**config.mk**
```make
export PLATFORM = sky130hd
export DESIGN_NAME = mem_rr_arbiter
export DESIGN_NICKNAME = d
export VERILOG_FILES = /design/src/rtl/mem_arb_pkg.sv /design/src/rtl/rr_pick2.sv /design/src/rtl/mem_rr_arbiter.sv
export SDC_FILE = /design/constraint.sdc
export NUM_CORES = 1
export LEC_CHECK = 0
export ABC_CLOCK_PERIOD_IN_PS = 3600
export CORE_MARGIN = 2
export CORE_UTILIZATION = 44
export CTS_BUF_LIST = sky130_fd_sc_hd__clkbuf_4 sky130_fd_sc_hd__clkbuf_8
export DETAILED_ROUTE_END_ITERATION = 7
export GPL_TIMING_DRIVEN = 0
export PLACE_DENSITY = 0.85
export SETUP_SLACK_MARGIN = 0.05
export SLEW_MARGIN = 25
export SYNTH_ARGS = -nofsm -noshare
export SYNTH_HDL_FRONTEND = slang
export SYNTH_SLANG_ARGS = --single-unit
```
**constraint.sdc**
```tcl
create_clock -name clk -period 3.6 [get_ports clk]
set_input_delay 0.54 -clock clk [delete_from_list [all_inputs] [get_ports clk]]
set_output_delay 0.54 -clock clk [all_outputs]
set_load 0.02 [all_outputs]
```
**src/rtl/mem_arb_pkg.sv**
```systemverilog
// Shared types and constants for the round-robin memory arbiter.
package mem_arb_pkg;

    localparam int ADDR_W_DEF  = 32;
    localparam int DDATA_W_DEF = 32;
    localparam int TIMEOUT_DEF = 64;

    // Grant owner encoding, also the encoding of the grantD debug output.
    localparam logic GRANT_I = 1'b0;
    localparam logic GRANT_D = 1'b1;

    typedef enum logic [1:0] {
        IDLE  = 2'd0,
        ISSUE = 2'd1,
        WAIT  = 2'd2,
        DONE  = 2'd3
    } arb_state_e;

endpackage

```
**src/rtl/rr_pick2.sv**
```systemverilog
// Two-way round-robin picker. pick_is_d is combinational; the last-grant
// register only advances when the caller commits the pick with take.
module rr_pick2
    import mem_arb_pkg::*;
(
    input  logic clk,
    input  logic reset,
    input  logic req_i,
    input  logic req_d,
    input  logic take,
    output logic pick_is_d
);

    logic last_d_q;

    // On a tie the port that did not win last time is chosen; otherwise the
    // sole requester wins (with no request the output is don't-care, I).
    always_comb begin
        pick_is_d = req_d;
        if (req_i && req_d) begin
            pick_is_d = ~last_d_q;
        end
    end

    // Remember who was granted so the next tie goes the other way.
    always_ff @(posedge clk) begin
        if (reset) begin
            last_d_q <= GRANT_I;
        end else if (take) begin
            last_d_q <= pick_is_d;
        end
    end

endmodule

```
**src/rtl/mem_rr_arbiter.sv**
```systemverilog
// Round-robin arbiter sharing one single-ported, busy-handshaked memory
// between the fetch (I) and load/store (D) ports. One transaction in flight.
// Optional watchdog enabled by defining ARB_TIMEOUT_EN.
module mem_rr_arbiter
    import mem_arb_pkg::*;
#(
    parameter int ADDR_W  = ADDR_W_DEF,
    parameter int DDATA_W = DDATA_W_DEF
`ifdef ARB_TIMEOUT_EN
    ,
    parameter int TIMEOUT_CYCLES = TIMEOUT_DEF
`endif
) (
    input  logic               clk,
    input  logic               reset,
    input  logic [ADDR_W-1:0]  memIAddr,
    input  logic               reqI,
    output logic               memIReady,
    output logic [DDATA_W-1:0] memIRdata,
    input  logic [ADDR_W-1:0]  memDAddr,
    input  logic [DDATA_W-1:0] memDData,
    input  logic               wr,
    input  logic               reqD,
    output logic               memDReady,
    output logic [DDATA_W-1:0] memDRdata,
    output logic [ADDR_W-1:0]  memAddr,
    output logic               memWr,
    output logic [DDATA_W-1:0] memDataIn,
    output logic               memReq,
    input  logic               memBusyIn,
    input  logic [DDATA_W-1:0] memDataOut,
`ifdef ARB_TIMEOUT_EN
    output logic               arbErr,
`endif
    output logic               grantD
);

    arb_state_e         state_q, state_d;
    logic [ADDR_W-1:0]  addr_q, addr_d;
    logic [DDATA_W-1:0] wdata_q, wdata_d;
    logic [DDATA_W-1:0] irdata_q, irdata_d;
    logic [DDATA_W-1:0] drdata_q, drdata_d;
    logic               wr_q, wr_d;
    logic               req_q, req_d;
    logic               iready_q, iready_d;
    logic               dready_q, dready_d;
    logic               grant_q, grant_d;
    logic               take;
    logic               pick_is_d;

`ifdef ARB_TIMEOUT_EN
    localparam int CNT_W = $clog2(TIMEOUT_CYCLES + 1);
    logic [CNT_W-1:0] cnt_q, cnt_d;
    logic             err_q, err_d;
    assign arbErr = err_q;
`endif

    // Arbitration only happens in IDLE; requests elsewhere are ignored.
    assign take = (state_q == IDLE) && (reqI || reqD);

    rr_pick2 u_pick (
        .clk       (clk),
        .reset     (reset),
        .req_i     (reqI),
        .req_d     (reqD),
        .take      (take),
        .pick_is_d (pick_is_d)
    );

    // Next-state and registered-output logic for the transaction sequencer.
    always_comb begin
        state_d  = state_q;
        addr_d   = addr_q;
        wdata_d  = wdata_q;
        irdata_d = irdata_q;
        drdata_d = drdata_q;
        wr_d     = wr_q;
        req_d    = req_q;
        grant_d  = grant_q;
        iready_d = 1'b0;
        dready_d = 1'b0;
`ifdef ARB_TIMEOUT_EN
        cnt_d    = cnt_q;
        err_d    = err_q;
`endif
        case (state_q)
            IDLE: begin
                if (take) begin
                    grant_d = pick_is_d;
                    addr_d  = pick_is_d ? memDAddr : memIAddr;
                    wr_d    = wr & pick_is_d;
                    if (pick_is_d) begin
                        wdata_d = memDData;
                    end
                    req_d   = 1'b1;
                    state_d = ISSUE;
`ifdef ARB_TIMEOUT_EN
                    cnt_d   = '0;
`endif
                end
            end
            ISSUE: begin
                if (memBusyIn) begin
                    req_d   = 1'b0;
                    state_d = WAIT;
                end
            end
            WAIT: begin
                // Read data is only valid in the cycle busy is seen low.
                if (!memBusyIn) begin
                    if (grant_q == GRANT_D) begin
                        drdata_d = memDataOut;
                        dready_d = 1'b1;
                    end else begin
                        irdata_d = memDataOut;
                        iready_d = 1'b1;
                    end
                    state_d = DONE;
                end
            end
            DONE: begin
                wr_d    = 1'b0;
                state_d = IDLE;
            end
            default: state_d = IDLE;
        endcase
`ifdef ARB_TIMEOUT_EN
        // Watchdog overrides the normal ISSUE/WAIT progress: finish the
        // transaction with zero data and flag the error permanently.
        if (state_q == ISSUE || state_q == WAIT) begin
            if (cnt_q == CNT_W'(TIMEOUT_CYCLES)) begin
                req_d   = 1'b0;
                state_d = DONE;
                err_d   = 1'b1;
                if (grant_q == GRANT_D) begin
                    drdata_d = '0;
                    dready_d = 1'b1;
                    iready_d = 1'b0;
                end else begin
                    irdata_d = '0;
                    iready_d = 1'b1;
                    dready_d = 1'b0;
                end
            end else begin
                cnt_d = cnt_q + 1'b1;
            end
        end
`endif
    end

    // State and output registers; reset abandons any in-flight access.
    always_ff @(posedge clk) begin
        if (reset) begin
            state_q  <= IDLE;
            addr_q   <= '0;
            wdata_q  <= '0;
            irdata_q <= '0;
            drdata_q <= '0;
            wr_q     <= 1'b0;
            req_q    <= 1'b0;
            iready_q <= 1'b0;
            dready_q <= 1'b0;
            grant_q  <= GRANT_I;
`ifdef ARB_TIMEOUT_EN
            cnt_q    <= '0;
            err_q    <= 1'b0;
`endif
        end else begin
            state_q  <= state_d;
            addr_q   <= addr_d;
            wdata_q  <= wdata_d;
            irdata_q <= irdata_d;
            drdata_q <= drdata_d;
            wr_q     <= wr_d;
            req_q    <= req_d;
            iready_q <= iready_d;
            dready_q <= dready_d;
            grant_q  <= grant_d;
`ifdef ARB_TIMEOUT_EN
            cnt_q    <= cnt_d;
            err_q    <= err_d;
`endif
        end
    end

    assign memAddr   = addr_q;
    assign memWr     = wr_q;
    assign memDataIn = wdata_q;
    assign memReq    = req_q;
    assign memIReady = iready_q;
    assign memDReady = dready_q;
    assign memIRdata = irdata_q;
    assign memDRdata = drdata_q;
    assign grantD    = grant_q;

endmodule

```
==> metrics.txt, run 1 <==
WP buf/inv 1; Final Skew approximately 0.0056 ns; # DRC 0; placed cells 1053; first-pass GRT wire length 27400 um; Final nets 1067; CTS clk-pin slew, worst paths 0.07 ns; pin count of the biggest net entering global routing 17; total core area between 0.01 and 0.015 sq mm; 1st-iter DRT viols 411; critical path fanouts, max 8; period utilisation layout between 60% and 70%; grt peak-use layer met2; Max VDD drop 0.000440 V; Max-cap violations 0; Post-Layout Cell Count 1084; Worst Hold Class reg -> reg; clk_lat worst skew about 0.44 ns; Vias 5696; post-cts resize count 0; GRT overflow 0; P&R area growth vs syn 63.3%; critical path required time 3.06 ns; setup TNS 0 ns; Worst-Margin Slew 0.559 ns; floorplan row count 39; largest buffer count on any clock path 2; Sequential Area 0.00270 sq mm; H-tree depth 4; ys flop type dfxtp_1; GRT Resource Usage Total a little over a quarter; Final setup viols 0; Multi-input gate area around 0.0022 sq mm; met3 GRT Util 7.78%; Synth Area per Inst 8.00 sq um; share of layout cells above drive strength 1 6.27%; wire per inst approximately 16 um; max-slew violations 0; Die Y 112 um; cts hold-fix bufs 0; clock sinks between 100 and 150; die area 0.0126 sq mm; LEAKAGE about 3 nW; Hold Fails Final Rpt 0; slowest library cell on the worst path clkdlybuf4s50_1; post-synthesis register bit count ~140; gpl congestion between 0.8 and 0.9; Synth cell types 29; Mapped Cells 645; ys async rst share 0%; Post-synth EDFFs 0; post-synthesis net count 783; result of the run finished clean; crit path kind reg -> out; grt met2 use 44.3%; CP endpoint kind output port; TritonCTS buffer count 17; CP max stage delay about 0.69 ns; antenna-violating nets left 0; CTS tree yes; fill count 875; diode count 0; Detailed Routing Iterations Pass 1 4; vias in the first global route 5475; Slew Limit Headroom 62.7%; Ports 267; area leader, netlist dfxtp_1; most frequent cell after synthesis nand2_1; CP cell instances clkdlybuf4s50_1; initial antenna violation count 0; Synth area leaders dfxtp_1 (52%), nand2_1 (14%), a21oi_1 (9.5%); final instance area 0.00842 sq mm; startpoint types flip-flop; Cell Area, Placed 0.00799 sq mm; share of the yosys chip area belonging to registers 52.4%; I/O Buffers 265; delay-heaviest family, CP buffers and inverters; synth warn 0; GRT met1 Usage 33.6%; Post-synth top cells nand2_1 (196), dfxtp_1 (135), a21oi_1 (98); Final min period 2.18 ns; Synth Cell Area 0.00516 sq mm; Critical Path AT 1.64 ns; Synth top area share 52.4%; setup repair after global routing missed its margin false; vias per cell 5.25; Power Density 617 mW/mm^2; Starting Density a little under half; Fmax between 400 and 500 MHz; die width 112 um; Post-Route WL 17400 um; Post-CTS Setup Inserts 0; Final HPWL DP 12800 um; clk root buf clkbuf_8
==> final timing paths <==
kind	from	end	slack, ns	cells past startpoint
setup / recovery	grantD	grantD	1.42	1
hold / removal	memIRdata[0]	memIRdata[0]	0.45	2
setup reg to reg	state_q[0]	memDataIn[8]	1.79	6
hold reg to reg	memIRdata[0]	memIRdata[0]	0.45	2
==> cells by family (layout without fill, tap and decap cells) <==
| family | Yosys count | count (layout) | synth area share (%) |
|---|---|---|---|
| buf+inv | 60 | 356 | 5.51 |
| fa+ha+maj | 4 | 4 | 0.970 |
| flops | 135 | 135 | 52.4 |
| simple gates | 273 | 273 | 21.3 |
| mux | 1 | 1 | 0.194 |
| compound gates | 172 | 172 | 19.6 |
==> power by group <==
part / internal (mW) / switching [mW]
combinational: 0.845 / 1.10
sequential: 1.74 / 0.129
clock: 0.807 / 0.568
==> state kept, by name, indices dropped and copies added (netlist names) <==
name and count:
grantD 1, memAddr 32, memDRdata 32, memDReady 1, memDataIn 32, memIRdata 32
memIReady 1, memReq 1, memWr 1, state_q 2
==> routing by layer <==
| metal | wire length [um] | share of wire (%) | vias up |
|---|---|---|---|
| li1 | - | - | 2758 |
| met1 | 7140 | 41 | 2632 |
| met2 | 8210 | 47 | 260 |
| met3 | 1480 | 8.5 | 46 |
| met4 | 555 | 3.2 | 0 |
| met5 | 0 | 0 | - |
==> final cells by class <==
cell class / instances / area share (%)
flip-flops and latches: 135 / 32.1
inverters: 3 / 0.134
multi-input cells: 450 / 25.8
well taps: 143 / 2.12
clock inverters: 10 / 1.78
repair buffers: 265 / 31.5
plain buffers: 57 / 3.24
clock buffers: 21 / 3.36
==> through the flow <==
step                hold slack, ns  setup WS, ns  power [mW]  util (%)
global route                 0.479          1.34        5.47      73.8
global placement             0.441          1.40        3.81      70.0
detailed placement           0.446          1.38        3.84      70.0
finish                       0.453          1.42        5.19      73.8
CTS                          0.456          1.38        5.21      73.8
floorplan                    0.484          2.11        2.96         -
==> cells in the final DEF (no fill, tap or decap), types with 2 or more instances in the layout <==
cell / n
clkdlybuf4s50_1: 265
nand2b_1: 3
clkbuf_8: 20
a311oi_1: 32
o21ai_0: 34
buf_2: 17
nand3_1: 32
nand2_1: 196
clkbuf_1: 31
bufinv_16: 4
inv_1: 3
a21oi_1: 98
nor2b_1: 2
ha_1: 4
clkinv_2: 6
nor2_1: 35
dfxtp_1: 135
buf_4: 8
Note: power is estimated with default switching activity, not from simulation.
==> inputs of run 2 (changes only) <==
Settings changed: ABC_CLOCK_PERIOD_IN_PS 3600 to 2100, CORE_UTILIZATION 44 to 41, PLACE_DENSITY 0.85 to 0.8.
Clock period 3.6 ns to 2.1 ns, I/O delays scaled along.
==> metrics.txt, run 2 (same netlist as run 1, synthesis figures left out) <==
result of the run finished clean (unchanged); r2r endpoint memIRdata[28] (was memDataIn[8]); Detailed Routing Iterations Pass 1 5 (was 4); Vias 5544 (was 5696); final core occ 70.0% (was 73.8%); clk root buf clkbuf_8 (unchanged); TritonCTS buffer count 17 (unchanged); startpoint types flip-flop (unchanged); Ports 267 (unchanged); Fmax between 500 and 600 MHz; setup TNS 0 ns (unchanged); final setup margin 0.306 ns (was 1.42 ns); register share of total power 35.0% (was 36.0%); clk_lat worst skew 0.46 ns (was 0.44 ns); initial antenna violation count 0 (unchanged); vias per cell 4.99 (was 5.25); LEAKAGE 3.07 nW (was 3.05 nW); floorplan row count 40 (was 39); max-slew violations 0 (unchanged); gpl congestion 0.801 (was 0.889); Worst-Margin Slew 0.613 ns (was 0.559 ns); Post-Route WL 17200 um (was 17400 um); I/O Buffers 265 (unchanged); share of layout cells above drive strength 1 6.48% (was 6.27%); critical path fanouts, max 3 (was 8); Stages on worst setup path 1 (unchanged); # DRC 0 (unchanged); antenna-violating nets left 0 (unchanged); Final min period 1.79 ns; Starting Density 42.4% (was 45.2%); pin count of the biggest net entering global routing 17 (unchanged); hold wc startpoint reset (was memIRdata[0]); commonest non-fill, non-tap cells in the layout clkdlybuf4s50_1 (264), nand2_1 (196), dfxtp_1 (135), a21oi_1 (98), nor2_1 (35) (was clkdlybuf4s50_1 (265), nand2_1 (196), dfxtp_1 (135), a21oi_1 (98), nor2_1 (35)); vias in the first global route 5170 (was 5475); slowest library cell on the worst path clkdlybuf4s50_1 (unchanged); H-tree depth 4 (unchanged); CTS tree yes (unchanged); clock share of power 28.7% (was 26.5%); P&R area growth vs syn 65.1% (was 63.3%); CP max stage delay 0.67 ns (was 0.69 ns); CTS clk-pin slew, worst paths 0.07 ns (about the same); Final HPWL DP 12700 um (was 12800 um); Hold WS 0.330 ns (was 0.453 ns); worst hold stages 3 (was 2); Final Skew 0.0103 ns (was 0.00560 ns); placed cells 1078 (was 1053); Final nets 1067 (unchanged); Power Density 1080 mW/mm^2 (was 617 mW/mm^2); CP cell instances clkdlybuf4s50_1 (unchanged); crit path kind reg -> out (unchanged); diode count 0 (unchanged); Switching Fraction 34.1% (was 34.7%); wire per inst 15.5 um (was 16.0 um); Worst Hold Class in -> reg (was reg -> reg); WP buf/inv 1 (unchanged); Hold Fails Final Rpt 0 (unchanged); Reg2Reg Depth 6 (unchanged); most common cell after layout, fill and taps aside clkdlybuf4s50_1 (unchanged); delay-heaviest family, CP buffers and inverters (unchanged); Final setup viols 0 (unchanged); Max-cap violations 0 (unchanged); Hold Path Sink state_q[1] (was memIRdata[0]); first-pass GRT wire length 26300 um (was 27400 um); setup repair after global routing missed its margin false (unchanged); GRT Resource Usage Total 25.5% (was 27.2%); Critical Path AT 1.48 ns (was 1.64 ns); Slew Limit Headroom 59.2% (was 62.7%); Post-CTS Setup Inserts 0 (unchanged); Max VDD drop 0.000645 V (was 0.000440 V); Die Y 116 um (was 112 um); GRT overflow 0 (unchanged); 1st-iter DRT viols 320 (was 411); period utilisation layout 85.4%; critical path required time 1.78 ns (was 3.06 ns); largest buffer count on any clock path 2 (unchanged); Post-Layout Cell Count 1110 (was 1084); internal power 6.04 mW (was 3.39 mW); die area 0.0135 sq mm (was 0.0126 sq mm); clock sinks 135 (unchanged); FF-to-FF Start state_q[0] (unchanged); R2R setup slack 0.32 ns (was 1.79 ns); total core area 0.0122 sq mm (was 0.0114 sq mm); Sw Pwr 3.12 mW (was 1.80 mW); pre-CTS setup slack 0.0839 ns (was 1.38 ns); Comb pwr share 36.3% (was 37.5%); CP endpoint kind output port (unchanged); die width 116 um (was 112 um)
-- run 2: cell count changes in the layout (fill, tap and decap cells not counted) --
cell	previous run	this run
clkinv_2	6	1
clkdlybuf4s50_1	265	264
clkbuf_1	31	30
bufinv_16	4	6
clkbuf_2	0	1
clkinvlp_4	0	5
dlymetal6s2s_1	0	1
clkbuf_8	20	19
-- run 2: how the worst max path moves through the flow --
stage                from       endpoint
4_1_cts            grantD         grantD
3_5_place_dp    memBusyIn  memDRdata[29]
5_1_grt        state_q[0]  memIRdata[17]
6_report            memWr          memWr
2_1_floorplan  state_q[0]  memIRdata[10]
3_3_place_gp    memBusyIn  memDRdata[22]
-- run 2: per-stage QoR --
stage / power (mW) / area [sq um]
3_3_place_gp: 6.55 / 8020
3_5_place_dp: 6.59 / 8020
2_1_floorplan: 5.08 / 5160
6_report: 9.16 / 8520
4_1_cts: 9.22 / 8510
5_1_grt: 9.69 / 8520
-- run 2: timing repair --
item / CTS / global route
hold buffers: 0 / 0
gates resized for setup: 0 / 3
endpoints found under the setup margin: 0 / 2
-- run 2: power by group through the flow --
stage | Sequential, mW | Combinational [mW] | Clock (mW)
after detailed placement | 3.26 | 3.33 | 0
after floorplan | 3.73 | 1.35 | 0
final | 3.21 | 3.33 | 2.63
after global placement | 3.25 | 3.30 | 0
after CTS | 3.21 | 3.34 | 2.67
after global routing | 3.25 | 3.64 | 2.80
-- run 2: layout make-up --
type | instances | area, sq um
fill | 1014 | 3640
sequential | 135 | 2700
timing repair buffer | 265 | 2660
multi-input combinational | 450 | 2170
buffer | 57 | 274
clock buffer | 20 | 269
clock inverter | 12 | 223
tap | 168 | 210
inverter | 3 | 11.3
-- run 2: per-layer routing --
layer / global-route usage (%) / part of all wire (%) / vias to the layer above / wire length (um)
met1: 31.0 / 42 / 2562 / 7280
met2: 41.3 / 47 / 206 / 8040
met4: 10.7 / 2.4 / 0 / 410
met5: 0 / 0 / - / 0
met3: 9.19 / 8.6 / 27 / 1480
li1: - / - / 2749 / -
